<file path="config.mk">
export PLATFORM = sky130hd
export DESIGN_NAME = nn_train_sequencer
export DESIGN_NICKNAME = d
export VERILOG_FILES = /design/src/rtl/nn_pkg.sv /design/src/rtl/nn_phase_timer.sv /design/src/rtl/nn_train_sequencer.sv
export SDC_FILE = /design/constraint.sdc
export NUM_CORES = 1
export LEC_CHECK = 0
export CAP_MARGIN = 10
export CORE_MARGIN = 3
export CORE_UTILIZATION = 25
export DETAILED_ROUTE_END_ITERATION = 10
export PLACE_DENSITY = 0.54
export SLEW_MARGIN = 25
export SYNTH_ARGS = -nofsm -noshare
export SYNTH_HDL_FRONTEND = slang
export SYNTH_HIERARCHICAL = 1
export SYNTH_SLANG_ARGS = --single-unit
</file>
<file path="constraint.sdc">
create_clock -name clk_i -period 2.9 [get_ports clk_i]
set_input_delay 0.29 -clock clk_i [delete_from_list [all_inputs] [get_ports clk_i]]
set_output_delay 0.29 -clock clk_i [all_outputs]
set_load 0.005 [all_outputs]
</file>
<file path="src/rtl/nn_pkg.sv">
// rtl/nn_pkg.sv - shared constants and state encoding for the neuron array training path
package nn_pkg;

  localparam int N_HIDDEN_DEF = 8;
  localparam int LOSS_W_DEF   = 46;
  localparam int X_W_DEF      = 4;

  typedef logic [2:0] state_t;

  localparam state_t S_IDLE    = 3'd0;
  localparam state_t S_WAIT_X  = 3'd1;
  localparam state_t S_FWD_HID = 3'd2;
  localparam state_t S_FWD_OUT = 3'd3;
  localparam state_t S_LOSS    = 3'd4;
  localparam state_t S_UPDATE  = 3'd5;
  localparam state_t S_NEXT    = 3'd6;
  localparam state_t S_DONE    = 3'd7;

endpackage

</file>
<file path="src/rtl/nn_phase_timer.sv">
// rtl/nn_phase_timer.sv - loadable down-counter; tc is high while the count sits at zero
module nn_phase_timer #(
  parameter int W = 8
) (
  input  logic         clk,
  input  logic         rst,
  input  logic         load,
  input  logic [W-1:0] load_val,
  output logic         tc
);

  logic [W-1:0] cnt;

  always_ff @(posedge clk) begin
    if (rst)
      cnt <= '0;
    else if (load)
      cnt <= load_val;
    else if (cnt != '0)
      cnt <= cnt - 1'b1;
  end

  assign tc = (cnt == '0);

endmodule

</file>
<file path="src/rtl/nn_train_sequencer.sv">
// rtl/nn_train_sequencer.sv - sample intake, forward-pass enables, loss capture and weight-update walk
module nn_train_sequencer
  import nn_pkg::*;
#(
  parameter int N_HIDDEN = N_HIDDEN_DEF,
  parameter int HID_LAT  = 2,
  parameter int OUT_LAT  = 3,
  parameter int EPOCHS   = 16,
  parameter int LOSS_W   = LOSS_W_DEF,
  parameter int X_W      = X_W_DEF,
  parameter int SEL_W    = $clog2(N_HIDDEN + 1)
) (
  input  logic              clk_i,
  input  logic              rst_i,
  input  logic              start_i,
  input  logic [X_W-1:0]    x_i,
  input  logic              x_valid_i,
  output logic              x_ready_o,
  output logic [X_W-1:0]    hid_x_o,
  output logic              hid_en_o,
  output logic              out_en_o,
  input  logic [LOSS_W-1:0] loss_i,
  output logic [LOSS_W-1:0] loss_q_o,
  output logic              upd_en_o,
  output logic [SEL_W-1:0]  upd_sel_o,
  input  logic              upd_ack_i,
  output logic [7:0]        epoch_o,
  output logic              busy_o,
  output logic              done_o
);

  localparam logic [7:0]       HID_LOAD  = 8'(HID_LAT - 1);
  localparam logic [7:0]       OUT_LOAD  = 8'(OUT_LAT - 1);
  localparam logic [SEL_W-1:0] SEL_LAST  = SEL_W'(N_HIDDEN);
  localparam logic [7:0]       EPOCH_END = 8'(EPOCHS);

  state_t     state;
  logic       tmr_load;
  logic [7:0] tmr_val;
  logic       tmr_tc;
  logic [7:0] epoch_nxt;

  assign epoch_nxt = epoch_o + 8'd1;

  // The timer is armed on entry to each forward phase so tc marks that phase's last cycle.
  always_comb begin
    tmr_load = 1'b0;
    tmr_val  = HID_LOAD;
    if (state == S_WAIT_X && x_valid_i) begin
      tmr_load = 1'b1;
    end else if (state == S_FWD_HID && tmr_tc) begin
      tmr_load = 1'b1;
      tmr_val  = OUT_LOAD;
    end
  end

  nn_phase_timer #(.W(8)) u_timer (
    .clk      (clk_i),
    .rst      (rst_i),
    .load     (tmr_load),
    .load_val (tmr_val),
    .tc       (tmr_tc)
  );

  always_ff @(posedge clk_i) begin
    if (rst_i) begin
      state     <= S_IDLE;
      hid_x_o   <= '0;
      loss_q_o  <= '0;
      upd_sel_o <= '0;
      epoch_o   <= '0;
    end else begin
      case (state)
        S_IDLE: if (start_i) begin
          epoch_o <= '0;
          state   <= S_WAIT_X;
        end
        S_WAIT_X: if (x_valid_i) begin
          hid_x_o <= x_i;
          state   <= S_FWD_HID;
        end
        S_FWD_HID: if (tmr_tc) state <= S_FWD_OUT;
        S_FWD_OUT: if (tmr_tc) state <= S_LOSS;
        S_LOSS: begin
          loss_q_o <= loss_i;
          if (loss_i == '0) begin
            state <= S_NEXT;
          end else begin
            upd_sel_o <= '0;
            state     <= S_UPDATE;
          end
        end
        S_UPDATE: if (upd_ack_i) begin
          if (upd_sel_o == SEL_LAST)
            state <= S_NEXT;
          else
            upd_sel_o <= upd_sel_o + 1'b1;
        end
        S_NEXT: begin
          epoch_o <= epoch_nxt;
          state   <= (epoch_nxt == EPOCH_END) ? S_DONE : S_WAIT_X;
        end
        S_DONE:  state <= S_IDLE;
        default: state <= S_IDLE;
      endcase
    end
  end

  assign x_ready_o = (state == S_WAIT_X);
  assign hid_en_o  = (state == S_FWD_HID);
  assign out_en_o  = (state == S_FWD_OUT);
  assign upd_en_o  = (state == S_UPDATE);
  assign done_o    = (state == S_DONE);
  assign busy_o    = (state != S_IDLE);

endmodule

</file>
* Yosys cells after proc, flatten, opt, wreduce, memory -nomap -nowiden
Cells that the tools add are included.
** Word-level totals
- Flip-flop bits (word level) :: 73
- Latch bits :: 0
- RAM bits :: 0
- ROM bits :: 0
- Bits of input ports :: 55
- Output and inout port bits :: 68
- Word-level logic and storage cells :: 61
- Memories kept :: 0
** Operators by class
- Add/sub/neg operators :: 3
- Multipliers :: 0
- Div/mod/pow operators :: 0
- Order comparisons :: 0
- Equality and inequality tests :: 17
- Shift-type cells :: 0
- Multiplexer cells :: 21
- Bitwise logic cells :: 0
- Reduce and logical (&&, ||, !) cells :: 14
** Operator list (number)
- $logic_not 46->1 :: 1
- $mux 8 :: 3
- $pmux 3 s8 :: 1
- $mux 3 :: 7
- $pmux 8 s2 :: 1
- $eq 3x3->1 const B :: 4
- $mux 4 :: 3
- $add 8x1->8 const B :: 1
- $eq 8x5->1 const B :: 1
- $logic_not 8->1 :: 1
- $ne 2x1->1 const B :: 4
- $ne 2x2->1 const B :: 4
- $pmux 4 s2 :: 1
- $reduce_bool 8->1 :: 1
- $sub 8x1->8 const B :: 1
- $eq 3x2->1 const B :: 2
- $mux 2 :: 3
- $reduce_and 6->1 :: 1
- $reduce_bool 2->1 :: 3
- $add 4x1->4 const B :: 1
- $eq 4x4->1 const B :: 1
- $reduce_and 2->1 :: 2
- $reduce_and 4->1 :: 1
- $eq 3x1->1 const B :: 1
- 4 further kinds :: 6

* Longest topological paths before layout
Gate-level depths: netlist of the first run.
- Depth in word-level cells :: 5
- Depth in mapped cells :: 11
- Depth with buffers taken out :: 9

* Hierarchy
Netlist of the first run, hierarchy kept.
** Modules (own cells, without submodules)
- nn_train_sequencer :: times used 1, cells each 355, area an instance 2785.2 µm², seq. area each 1301.2 µm²
- nn_phase_timer :: times used 1, cells each 53, area an instance 475.5 µm², seq. area each 160.2 µm²

* Worst setup path before layout of the first run
No wires, ideal clock.
- Path kind :: reg-to-reg
- Start :: reg u_timer.cnt[0]
- End :: reg u_timer.cnt[0]
- Arrival :: 1.980 ns
- Slack :: 0.847 ns
- Cell stages (with the launch flop) :: 10
- Buffers on the path :: 1
- Period minus slack after synthesis :: 2.053 ns
- Cells stage by stage :: dfxtp_1 inv_1 ha_1 and4bb_1 buf_6 nand2_1 inv_1 or2_2 or4_4 o211ai_2
** Between the ends
- Cells in the longest elaborated chain, start to end :: 5
- Elaborated cells between the ends (all ways) :: 11
** Ends and longest elaborated chain
- start, declared :: line nn_phase_timer.sv:12 : logic [W-1:0] cnt;
- start signal, assigned :: line nn_phase_timer.sv:18 : cnt <= load_val;
- start signal, assigned :: line nn_phase_timer.sv:20 : cnt <= cnt - 1'b1;
- $logic_not 8->1 :: line nn_phase_timer.sv:23 : assign tc = (cnt == '0);
- named net tmr_tc :: line nn_train_sequencer.sv:40 : logic tmr_tc;
- $logic_and 1x1->1 :: line nn_train_sequencer.sv:51 : end else if (state == S_FWD_HID && tmr_tc) begin
- $mux 2 :: line nn_train_sequencer.sv:51
- $mux 2 :: line nn_train_sequencer.sv:49 : if (state == S_WAIT_X && x_valid_i) begin
- named net tmr_val[0] :: line nn_train_sequencer.sv:39 : logic [7:0] tmr_val;
- $mux 8 :: line nn_phase_timer.sv:17 : else if (load)
The timed path passes the listed nets, and every way through them passes these cells. The select of a mux whose other input is x is not followed.
A chain may end at the register's enable or synchronous reset.

* Final worst setup path of the first run
- Start :: reg state[2]
- End :: out upd_en_o
** Between the ends
- Cells in the longest elaborated chain, start to end :: 1
** Ends and longest elaborated chain
- start, declared :: line nn_train_sequencer.sv:37 : state_t state;
- start signal, assigned :: line nn_train_sequencer.sv:101 : state <= (epoch_nxt == EPOCH_END) ? S_DONE : S_WAIT_X;
- $eq 3x3->1 :: line nn_train_sequencer.sv:112 : assign upd_en_o = (state == S_UPDATE);
- end, declared :: line nn_train_sequencer.sv:24 : output logic upd_en_o,
Every way passes these cells.

==> impl_metrics.sql, run 1 <==
INSERT INTO impl_metrics (metric_group, metric, value, unit) VALUES
('yosys', 'ys_async_sr_fraction', '0', '%'),
('timing', 'finalCriticalPeriod', '2.403', 'ns'),
('yosys', 'synth.cell_area', '3261', 'µm²'),
('min_path', 'hp_class', 'reg2reg', ''),
('detailed_routing', 'post_drt_via_cell_ratio', '4.648', ''),
('setup_path', 'r2r_setup_slack', '0.64', 'ns'),
('global_routing', 'grt_max_degree', '51', ''),
('floorplan', 'die-area', '14450', 'µm²'),
('run_status', 'outcome', 'finished, final reports clean', ''),
('floorplan', 'fp-row-count', '41', ''),
('setup_path', 'r2r-end', 'u_timer/cnt[3]$_SDFFE_PP0P_', ''),
('detailed_routing', 'postRouteAntennaNets', '0', ''),
('power_and_ir_drop', 'power_report.internal_total', '0.002316', 'W'),
('final_layout', 'antennaDiodeCount', '0', ''),
('global_routing', 'grt.total_usage', '13.88', '%'),
('power_and_ir_drop', 'power_density', '616.7', 'nW/µm²'),
('detailed_routing', 'routed-wl-met2', '4.740', 'mm'),
('global_routing', 'antenna_violations_before_repair', '0', ''),
('final_layout', 'area.growth.synth_to_final', '53.91', '%'),
('placed_design', 'place.port_buffers', '122', ''),
('placed_design', 'globalplace.congestion', '0.7510', ''),
('power_and_ir_drop', 'power.total', '0.003095', 'W'),
('job', 'drv.max_cap_violation_count', '0', ''),
('detailed_routing', 'wl_met1', '4.375', 'mm'),
('setup_path', 'endpoint_kind', 'primary output', ''),
('yosys', 'library_cell_with_the_largest_summed_area_after_synthesis', 'dfxtp_1', ''),
('yosys', 'top_cells_by_count_synth', 'nand2_1, dfxtp_1, a21oi_1', ''),
('detailed_routing', 'detail_route.wl_per_cell', '14.01', 'µm'),
('timing', 'final-setup-viol-count', '0', ''),
('yosys', 'synth.top_cell.area_share', '44.82', '%'),
('detailed_routing', 'drc', '0', ''),
('yosys', 'netlist_top_cells_area', 'dfxtp_1, nand2_1, a21oi_1', ''),
('clocking', 'ctsHtreeMaxLevel', '3', ''),
('yosys', 'synth_sequential_area_ratio', '44.82', '%'),
('yosys', 'synth_xor_xnor_area_share', '2.149', '%'),
('yosys', 'synth-simple-area-share', '28.43', '%'),
('global_routing', 'gr-total-overflow', '0', ''),
('yosys', 'muxShareOfSynthArea', '2.226', '%'),
('yosys', 'synthesis.instances', '408', ''),
('detailed_routing', 'met3WireLength', '540', 'µm'),
('power_and_ir_drop', 'p_switching', '0.0007784', 'W'),
('clocking', 'cts-root-to-sink-buffers', '2', ''),
('clocking', 'cts_hold_buf', '0', ''),
('yosys', 'synth-warning-count', '6', ''),
('clocking', 'cts_root_buf', 'clkbuf_16', ''),
('power_and_ir_drop', 'sw_frac_of_total', '25.15', '%'),
('min_path', 'hp-start', 'loss_q_o[42]$_SDFFE_PP0N_', ''),
('setup_path', 'cp_arrival', '2.11', 'ns'),
('placed_design', 'dp_hpwl', '7.142', 'mm'),
('final_layout', 'filler_cell_count', '1321', ''),
('yosys', 'yosys.cell_types.count', '51', ''),
('timing', 'report.final.hold_viol_count', '0', ''),
('setup_path', 'crit_path_from', 'state[2]$_SDFFE_PP0P_', ''),
('power_and_ir_drop', 'sequentialPowerShare', '36.6', '%'),
('timing', 'holdWs', '0.4497', 'ns'),
('final_layout', 'num-nets-final', '587', ''),
('floorplan', 'core_area', '12670', 'µm²'),
('timing', 'timing.setup.tns', '0', 'ns'),
('yosys', 'postSynthRegisterBits', '73', ''),
('setup_path', 'timing.critical_path.from_type', 'register', ''),
('clocking', 'path_clk_slew', '0.06', 'ns'),
('yosys', 'synth_compound_gate_area_share', '15.89', '%'),
('global_routing', 'number_of_global_route_vias_before_repair', '3269', ''),
('floorplan', 'die_height', '120.2', 'µm'),
('floorplan', 'number_of_ports_placed_on_the_die_boundary', '123', ''),
('timing', 'max_slew.worst_pin.slew', '0.9625', 'ns'),
('final_layout', 'drive_above_1_share', '6.579', '%'),
('clocking', 'worstSkewPairLatency', '0.34', 'ns'),
('power_and_ir_drop', 'leakage', '1.723', 'nW'),
('final_layout', 'area.sequential', '1461', 'µm²'),
('power_and_ir_drop', 'vdd_ir_drop_max', '279.6', 'µV');
## power groups by stage
stage                     sequential (W)  clock, W  combinational [W]
after floorplan                  0.00114         0           0.000390
after global placement           0.00115         0           0.000545
after detailed placement         0.00115         0           0.000562
after CTS                        0.00113   0.00144           0.000565
after global routing             0.00114   0.00148           0.000632
final                            0.00113   0.00140           0.000564
## registers in the layout, summed over array words and instances, names as in the netlist
register     count
state            3
loss_q_o        46
upd_sel_o        4
u_timer/cnt      8
hid_x_o          4
epoch_o          8
## cell usage in the layout (no fill, tap or decap), types with 2 or more instances in the layout
cell and instances:
bufinv_16 4, and2_1 2, a22oi_1 2, a31oi_1 3, mux2_2 2, dfxtp_1 73, clkbuf_16 9, nor2b_1 2
nand2_1 108, nor3b_1 3, xnor2_1 6, or2_2 2, ha_1 5, nor4_4 2, nor4_1 12, mux2i_1 5
conb_1 6, nand3b_1 3, o32ai_1 4, or4_1 2, nand3_1 6, a21o_1 2, and3_1 3, nand4_1 3
a211oi_1 3, o21ai_0 8, inv_1 9, xor2_1 2, buf_4 5, a21oi_1 60, nor2_1 21, o311ai_0 2
nor3_1 10, nand4b_1 2, clkdlybuf4s50_1 121
## critical path, cell delays in order (launching register included)
cell,delay (ns)
dfxtp_1,0.60
nand2b_1,0.26
nor2_1,0.34
clkdlybuf4s50_1,0.58
## per-layer routing
metal | GRT usage (%) | vias up
li1 | - | 1650
met1 | 16.97 | 1541
met2 | 22.41 | 68
met3 | 4.022 | 13
met4 | 6.729 | 0
met5 | 0 | -
## worst max path at each step
stage / end / slack [ns]
final: upd_en_o / 0.50
after global routing: upd_en_o / 0.30
after CTS: upd_en_o / 0.53
after detailed placement: upd_sel_o[0]$_SDFFE_PP0P_ / 0.36
after global placement: upd_sel_o[0]$_SDFFE_PP0P_ / 0.33
after floorplan: u_timer/cnt[0]$_SDFFE_PP0P_ / 0.85
## cells by family (layout without fill, tap and decap cells)
group	count (synthesis)	in the layout
xor+xnor	8	8
compound gates	90	90
simple gates	191	191
buf+inv	33	152
flops	73	73
fa+ha+maj	5	5
mux	7	7
other cells	1	6
## cell type report
class | instances | share of cell area (%)
Inverter | 9 | 0.6731
Multi-Input combinational cell | 307 | 33.43
Sequential cell | 73 | 29.12
Clock buffer | 10 | 4.762
Timing Repair Buffer | 127 | 24.98
Tap cell | 172 | 4.288
Clock inverter | 6 | 2.742
## stage by stage
step / setup WS, ns / utilization (%) / std cells / cell area, µm²
floorplan: 0.8466 / - / 413 / 3279
global placement: 0.3321 / 36.63 / 688 / 4642
detailed placement: 0.3583 / 36.63 / 688 / 4642
CTS: 0.5254 / 39.61 / 704 / 5019
global route: 0.2969 / 39.61 / 704 / 5019
finish: 0.4969 / 39.61 / 704 / 5019
(Power assumes the default switching activity.)
==> run 2: changes to the inputs <==
==> constraint.sdc (replaced) <==
create_clock -name clk_i -period 2.45 [get_ports clk_i]
set_input_delay 0.245 -clock clk_i [delete_from_list [all_inputs] [get_ports clk_i]]
set_output_delay 0.245 -clock clk_i [all_outputs]
set_load 0.005 [all_outputs]
==> run 2 against run 1 <==
  * Global-route usage decreased by 0.17 points
  * Worst hold slack got worse by 0.12 ns
  * Die area unchanged
  * Clock-buffer cell count increased by 1
  * Combinational power increased by 18%
  * First-iteration DRC count decreased by 27%
  * Cell area decreased by 0.60%
  * Clock skew increased by 0.0012 ns
  * Non-clock buffer count increased by 3
  * Largest cell class unchanged
  * Clock power about the same
  * Sequential share of layout area increased by 0.18 points
  * Power increased by 11%
==> impl_metrics.sql, run 2 (synthesis gave the netlist of run 1 again) <==
INSERT INTO impl_metrics (metric_group, metric, value, unit) VALUES
('final_layout', 'filler_cell_count', '1337', ''),
('timing', 'finalCriticalPeriod', '2.249', 'ns'),
('final_layout', 'antennaDiodeCount', '0', ''),
('placed_design', 'globalplace.congestion', '0.7426', ''),
('global_routing', 'grt.total_usage', '13.72', '%'),
('detailed_routing', 'detailedRoute.firstIterationViolations', '135', ''),
('floorplan', 'number_of_ports_placed_on_the_die_boundary', '123', ''),
('timing', 'report.final.hold_viol_count', '0', ''),
('global_routing', 'global_route_wire_length_before_repair', '16.00', 'mm'),
('setup_path', 'endpoint_kind', 'register', ''),
('detailed_routing', 'detailroute.via_count', '3295', ''),
('job', 'drv.max_cap_violation_count', '0', ''),
('power_and_ir_drop', 'leakage', '1.715', 'nW'),
('timing', 'layout_worst_path_cycle_share', '91.81', '%'),
('final_layout', 'layout_top_registers', 'loss_q_o (46), epoch_o (8), u_timer/cnt (8)', ''),
('timing', 'fmaxAchievable', '0.4446', 'GHz'),
('setup_path', 'crit_path_from', 'u_timer/cnt[0]$_SDFFE_PP0P_', ''),
('clocking', 'cts_root_buf', 'clkbuf_16', ''),
('power_and_ir_drop', 'vdd_ir_drop_max', '276.1', 'µV'),
('clocking', 'worstSkewPairLatency', '0.33', 'ns'),
('detailed_routing', 'detail_route.wl_per_cell', '14.03', 'µm'),
('floorplan', 'chip_width', '120.2', 'µm'),
('timing', 'setup_repair_after_global_routing_missed_its_margin', 'false', ''),
('setup_path', 'critical_path.reg2reg.startpoint', 'u_timer/cnt[0]$_SDFFE_PP0P_', ''),
('clocking', 'clock_sinks', '73', ''),
('final_layout', 'finalCoreUtilization', '39.37', '%'),
('clocking', 'cts-root-to-sink-buffers', '2', ''),
('final_layout', 'layout.cells.most_common', 'clkdlybuf4s50_1', ''),
('final_layout', 'drive_above_1_share', '7.103', '%'),
('timing', 'slew_viol_final', '0', ''),
('setup_path', 'cp_max_fo', '14', ''),
('clocking', 'path_clk_slew', '0.06', 'ns'),
('timing', 'maxSlewHeadroom', '62.15', '%'),
('timing', 'max_slew.worst_pin.slew', '0.5678', 'ns'),
('floorplan', 'core_area', '12670', 'µm²'),
('final_layout', 'area.growth.synth_to_final', '52.99', '%'),
('run_status', 'outcome', 'finished, final reports clean', ''),
('final_layout', 'number_of_flip_flops_under_the_largest_register_name', '46', ''),
('timing', 'final.setup_skew', '0.006320', 'ns'),
('clocking', 'cts_tree', 'yes', ''),
('floorplan', 'die_height', '120.2', 'µm'),
('final_layout', 'layout.cells.most_common_list', 'clkdlybuf4s50_1, nand2_1, dfxtp_1', ''),
('final_layout', 'num-nets-final', '590', ''),
('setup_path', 'cp_arrival', '2.49', 'ns'),
('placed_design', 'place.port_buffers', '122', ''),
('clocking', 'cts_hold_buf', '0', ''),
('global_routing', 'number_of_global_route_vias_before_repair', '3152', ''),
('setup_path', 'timing.critical_path.from_type', 'register', ''),
('clocking', 'ctsHtreeMaxLevel', '3', ''),
('detailed_routing', 'drc', '0', ''),
('global_routing', 'gr-total-overflow', '0', ''),
('global_routing', 'antenna_violations_before_repair', '0', ''),
('floorplan', 'fp-row-count', '41', ''),
('setup_path', 'worst_ep_required_time', '2.69', 'ns'),
('detailed_routing', 'detailedRoute.firstPassIterationCount', '4', ''),
('min_path', 'hp-start', 'rst_i', ''),
('final_layout', 'max_flop_register', 'loss_q_o', ''),
('placed_design', 'dp_hpwl', '7.127', 'mm'),
('clocking', 'cts_inserted_buffers', '9', ''),
('setup_path', 'timing.setup.critical_path_class', 'reg2reg', ''),
('detailed_routing', 'post_drt_via_cell_ratio', '4.661', ''),
('detailed_routing', 'routed_wirelength', '9.921', 'mm'),
('timing', 'timing.setup.tns', '0', 'ns'),
('global_routing', 'grt_max_degree', '47', ''),
('floorplan', 'die-area', '14450', 'µm²'),
('floorplan', 'initial_core_util', '25.73', '%'),
('detailed_routing', 'postRouteAntennaNets', '0', ''),
('timing', 'final-setup-viol-count', '0', ''),
('power_and_ir_drop', 'power_density', '685.8', 'nW/µm²'),
('min_path', 'hp_class', 'in2reg', '');
-- run 2: layer usage --
metal	global-route usage [%]	wire length, µm
met1	17.30	4519
met2	22.34	4749
met3	3.835	507
met4	5.154	144
met5	0	0
-- run 2: cell type report --
type	instances	area, µm²	share of cell area, %
clock inverter	5	78.83	1.580
sequential	73	1461	29.30
inverter	9	33.78	0.6772
tap	172	215.2	4.314
multi-input combinational	307	1680	33.68
clock buffer	11	242.7	4.866
timing repair buffer	130	1276	25.58
-- run 2: report_power, final --
| part | switching, W | internal (W) |
|---|---|---|
| logic | 0.000311 | 0.000353 |
| registers | 0.0000782 | 0.00126 |
| clock network | 0.000502 | 0.000918 |
-- run 2: path summary, 6_finish.rpt --
check	endpoint	depth (start not counted)	slack, ns
hold / removal	epoch_o[7]$_SDFFE_PP0P_	2	0.33
setup / recovery	u_timer/cnt[4]$_SDFFE_PP0P_	8	0.20
hold reg to reg	loss_q_o[21]$_SDFFE_PP0N_	2	0.45
setup reg to reg	u_timer/cnt[4]$_SDFFE_PP0P_	8	0.20
-- run 2: metrics by stage --
| step | std cells | total power, W | cell area, µm² | setup WS (ns) | hold WS (ns) |
|---|---|---|---|---|---|
| 3_5_place_dp | 691 | 0.002031 | 4664 | 0.1484 | 0.4463 |
| 2_1_floorplan | 413 | 0.001812 | 3279 | 0.3966 | 0.3810 |
| 4_1_cts | 707 | 0.003479 | 4986 | 0.07981 | 0.3283 |
| 5_1_grt | 707 | 0.003614 | 4989 | 0.03398 | 0.3602 |
| 3_3_place_gp | 691 | 0.002013 | 4664 | 0.1710 | 0.4427 |
| 6_report | 707 | 0.003421 | 4989 | 0.2007 | 0.3305 |
-- run 2: critical path, cell delays in order (launching register included) --
cell      delay (ns)
dfxtp_1         0.38
inv_1           0.08
ha_1            0.28
and4bb_1        0.24
nand2_1         0.08
inv_1           0.05
or2_2           0.41
or2_2           0.38
o32ai_1         0.26
-- run 2: repair_timing --
item / CTS / global route
endpoints found under the setup margin: 0 / 1
resized for setup: 0 / 1
buffers inserted: 0 / 0
==> run 3: changes to the inputs <==
--- a/config.mk
+++ b/config.mk
@@ -7,9 +7,9 @@
 export LEC_CHECK = 0
 export CAP_MARGIN = 10
 export CORE_MARGIN = 3
-export CORE_UTILIZATION = 25
+export CORE_UTILIZATION = 44
 export DETAILED_ROUTE_END_ITERATION = 10
-export PLACE_DENSITY = 0.54
+export PLACE_DENSITY = 0.84
 export SLEW_MARGIN = 25
 export SYNTH_ARGS = -nofsm -noshare
 export SYNTH_HDL_FRONTEND = slang
==> run 3 against run 2 <==
  * Clock-buffer cell count is 1 lower
  * Flip-flop and latch count unchanged
  * Routed wire length decreased by 5.8%
  * Largest cell class unchanged
==> impl_metrics.sql, run 3 (synthesis gave the netlist of run 1 again) <==
INSERT INTO impl_metrics (metric_group, metric, value, unit) VALUES
('setup_path', 'cp_max_fo', '14', ''),
('timing', 'maxSlewHeadroom', '50.41', '%'),
('power_and_ir_drop', 'leakage', '1.644', 'nW'),
('final_layout', 'num-nets-final', '588', ''),
('final_layout', 'filler_cell_count', '597', ''),
('clocking', 'post_cts_buffers', '0', ''),
('final_layout', 'layout.cells.most_common_list', 'clkdlybuf4s50_1, nand2_1, dfxtp_1', ''),
('setup_path', 'r2r_setup_slack', '0.15', 'ns'),
('final_layout', 'finalCoreUtilization', '68.37', '%'),
('floorplan', 'number_of_ports_placed_on_the_die_boundary', '123', ''),
('timing', 'report.final.hold_viol_count', '0', ''),
('clocking', 'path_clk_slew', '0.08', 'ns'),
('floorplan', 'die-area', '8480', 'µm²'),
('timing', 'setup_repair_after_global_routing_missed_its_margin', 'false', ''),
('clocking', 'cts_inserted_buffers', '9', ''),
('timing', 'finalCriticalPeriod', '2.326', 'ns'),
('floorplan', 'core_area', '6982', 'µm²'),
('clocking', 'clock_sinks', '73', ''),
('timing', 'timing.setup.tns', '0', 'ns'),
('final_layout', 'antennaDiodeCount', '0', ''),
('detailed_routing', 'routed_wirelength', '9.350', 'mm'),
('global_routing', 'grt.total_usage', '21.76', '%'),
('final_layout', 'area.growth.synth_to_final', '46.39', '%'),
('min_path', 'worstHoldPathCells', '2', ''),
('detailed_routing', 'postRouteAntennaNets', '0', ''),
('placed_design', 'place.port_buffers', '122', ''),
('setup_path', 'worst_ep_required_time', '2.20', 'ns'),
('final_layout', 'layout_top_registers', 'loss_q_o (46), epoch_o (8), u_timer/cnt (8)', ''),
('global_routing', 'number_of_global_route_vias_before_repair', '3105', ''),
('clocking', 'cts-root-to-sink-buffers', '2', ''),
('detailed_routing', 'post_drt_via_cell_ratio', '5.273', ''),
('placed_design', 'globalplace.congestion', '0.8038', ''),
('min_path', 'hp-start', 'rst_i', ''),
('detailed_routing', 'detail_route.wl_per_cell', '14.86', 'µm'),
('placed_design', 'dp_hpwl', '6.719', 'mm'),
('global_routing', 'global_route_wire_length_before_repair', '14.91', 'mm'),
('min_path', 'whs_endpoint', 'epoch_o[7]$_SDFFE_PP0P_', ''),
('setup_path', 'critical_path.reg2reg.startpoint', 'u_timer/cnt[0]$_SDFFE_PP0P_', ''),
('timing', 'final-setup-viol-count', '0', ''),
('power_and_ir_drop', 'vdd_ir_drop_max', '366.0', 'µV'),
('timing', 'fmaxAchievable', '0.4299', 'GHz'),
('clocking', 'cts_resized', '0', ''),
('setup_path', 'timing.critical_path.from_type', 'register', ''),
('floorplan', 'initial_core_util', '46.70', '%'),
('power_and_ir_drop', 'power_density', '642.5', 'nW/µm²'),
('run_status', 'outcome', 'finished, final reports clean', ''),
('final_layout', 'number_of_flip_flops_under_the_largest_register_name', '46', ''),
('floorplan', 'die_height', '92.09', 'µm'),
('detailed_routing', 'detailedRoute.firstPassIterationCount', '4', ''),
('timing', 'layout_worst_path_cycle_share', '94.95', '%'),
('setup_path', 'cp_arrival', '2.08', 'ns'),
('global_routing', 'antenna_violations_before_repair', '0', ''),
('final_layout', 'max_flop_register', 'loss_q_o', ''),
('global_routing', 'gr-total-overflow', '0', ''),
('clocking', 'cts_tree', 'yes', ''),
('floorplan', 'chip_width', '92.09', 'µm'),
('final_layout', 'drive_above_1_share', '6.567', '%'),
('setup_path', 'timing.setup.critical_path_class', 'reg2out', ''),
('final_layout', 'layout.cells.most_common', 'clkdlybuf4s50_1', ''),
('timing', 'slew_viol_final', '0', ''),
('setup_path', 'r2r-end', 'u_timer/cnt[5]$_SDFFE_PP0P_', ''),
('floorplan', 'fp-row-count', '30', ''),
('detailed_routing', 'drc', '0', ''),
('setup_path', 'timing.reg2reg.worst_path_depth', '8', ''),
('min_path', 'hp_class', 'in2reg', ''),
('clocking', 'cts_root_buf', 'clkbuf_8', ''),
('job', 'drv.max_cap_violation_count', '0', ''),
('timing', 'final.setup_skew', '0.005404', 'ns'),
('global_routing', 'grt_max_degree', '47', ''),
('clocking', 'cts_hold_buf', '0', ''),
('clocking', 'ctsHtreeMaxLevel', '3', ''),
('timing', 'max_slew.worst_pin.slew', '0.7439', 'ns'),
('setup_path', 'endpoint_kind', 'primary output', ''),
('detailed_routing', 'detailroute.via_count', '3317', ''),
('detailed_routing', 'detailedRoute.firstIterationViolations', '197', ''),
('clocking', 'worstSkewPairLatency', '0.34', 'ns');
[run 3: cell count changes in the layout (fill, tap and decap cells not counted)]
cell	before	now
clkinvlp_4	0	3
buf_4	8	6
clkbuf_16	9	0
nor2_2	1	0
clkinv_2	2	0
clkbuf_8	1	9
clkinv_4	1	0
nor2_1	20	21
inv_6	0	1
[run 3: how the worst max path moves through the flow]
| stage | start | endpoint | slack, ns | cells past startpoint |
|---|---|---|---|---|
| floorplan | u_timer/cnt[0]$_SDFFE_PP0P_ | u_timer/cnt[0]$_SDFFE_PP0P_ | 0.40 | 9 |
| global placement | loss_i[15] | upd_sel_o[0]$_SDFFE_PP0P_ | 0.16 | 6 |
| detailed placement | loss_i[24] | upd_sel_o[0]$_SDFFE_PP0P_ | 0.22 | 6 |
| CTS | state[2]$_SDFFE_PP0P_ | upd_en_o | 0.13 | 3 |
| global route | state[2]$_SDFFE_PP0P_ | upd_en_o | 0.02 | 3 |
| finish | state[2]$_SDFFE_PP0P_ | upd_en_o | 0.12 | 3 |
[run 3: per-stage QoR]
| stage | instance area, µm² | hold slack [ns] | std cells | total power [W] | worst slack, ns |
|---|---|---|---|---|---|
| CTS | 4773 | 0.4422 | 629 | 0.003077 | 0.1310 |
| global placement | 4554 | 0.4412 | 613 | 0.002001 | 0.1636 |
| global route | 4773 | 0.4745 | 629 | 0.003200 | 0.01867 |
| floorplan | 3279 | 0.3810 | 413 | 0.001812 | 0.3966 |
| finish | 4773 | 0.4487 | 629 | 0.003067 | 0.1238 |
| detailed placement | 4554 | 0.4453 | 613 | 0.002032 | 0.2186 |
[run 3: cell type report]
cell class              instances  area, µm²  share of cell area, %
clock buffers                  10      127.6                  2.674
clock inverters                 6      91.34                  1.913
inverters                       9      33.78                 0.7077
multi-input cells             307       1678                  35.15
flip-flops and latches         73       1461                  30.62
well taps                      96      120.1                  2.516
repair buffers                128       1261                  26.42
[run 3: metal layers]
layer	wire (µm)	GRT usage (%)	vias up	share of wire [%]
met5	0	0	-	0
met4	294	11.01	0	3.1
met3	502	4.512	26	5.4
met2	4650	37.23	102	50
met1	3903	25.66	1544	42
li1	-	-	1645	-
[run 3: where the power goes]
| part | total, W | internal [W] | leakage (nW) | switching [W] |
|---|---|---|---|---|
| sequential | 0.00134 | 0.00126 | 0.590 | 0.0000798 |
| clock | 0.00104 | 0.000577 | 0.0991 | 0.000458 |
| combinational | 0.000694 | 0.000353 | 0.955 | 0.000341 |
[run 3: critical path, stage by stage, from the launching register on]
cell and delay [ns]:
dfxtp_1 0.56, nand2b_1 0.25, nor2_1 0.34, clkdlybuf4s50_1 0.58
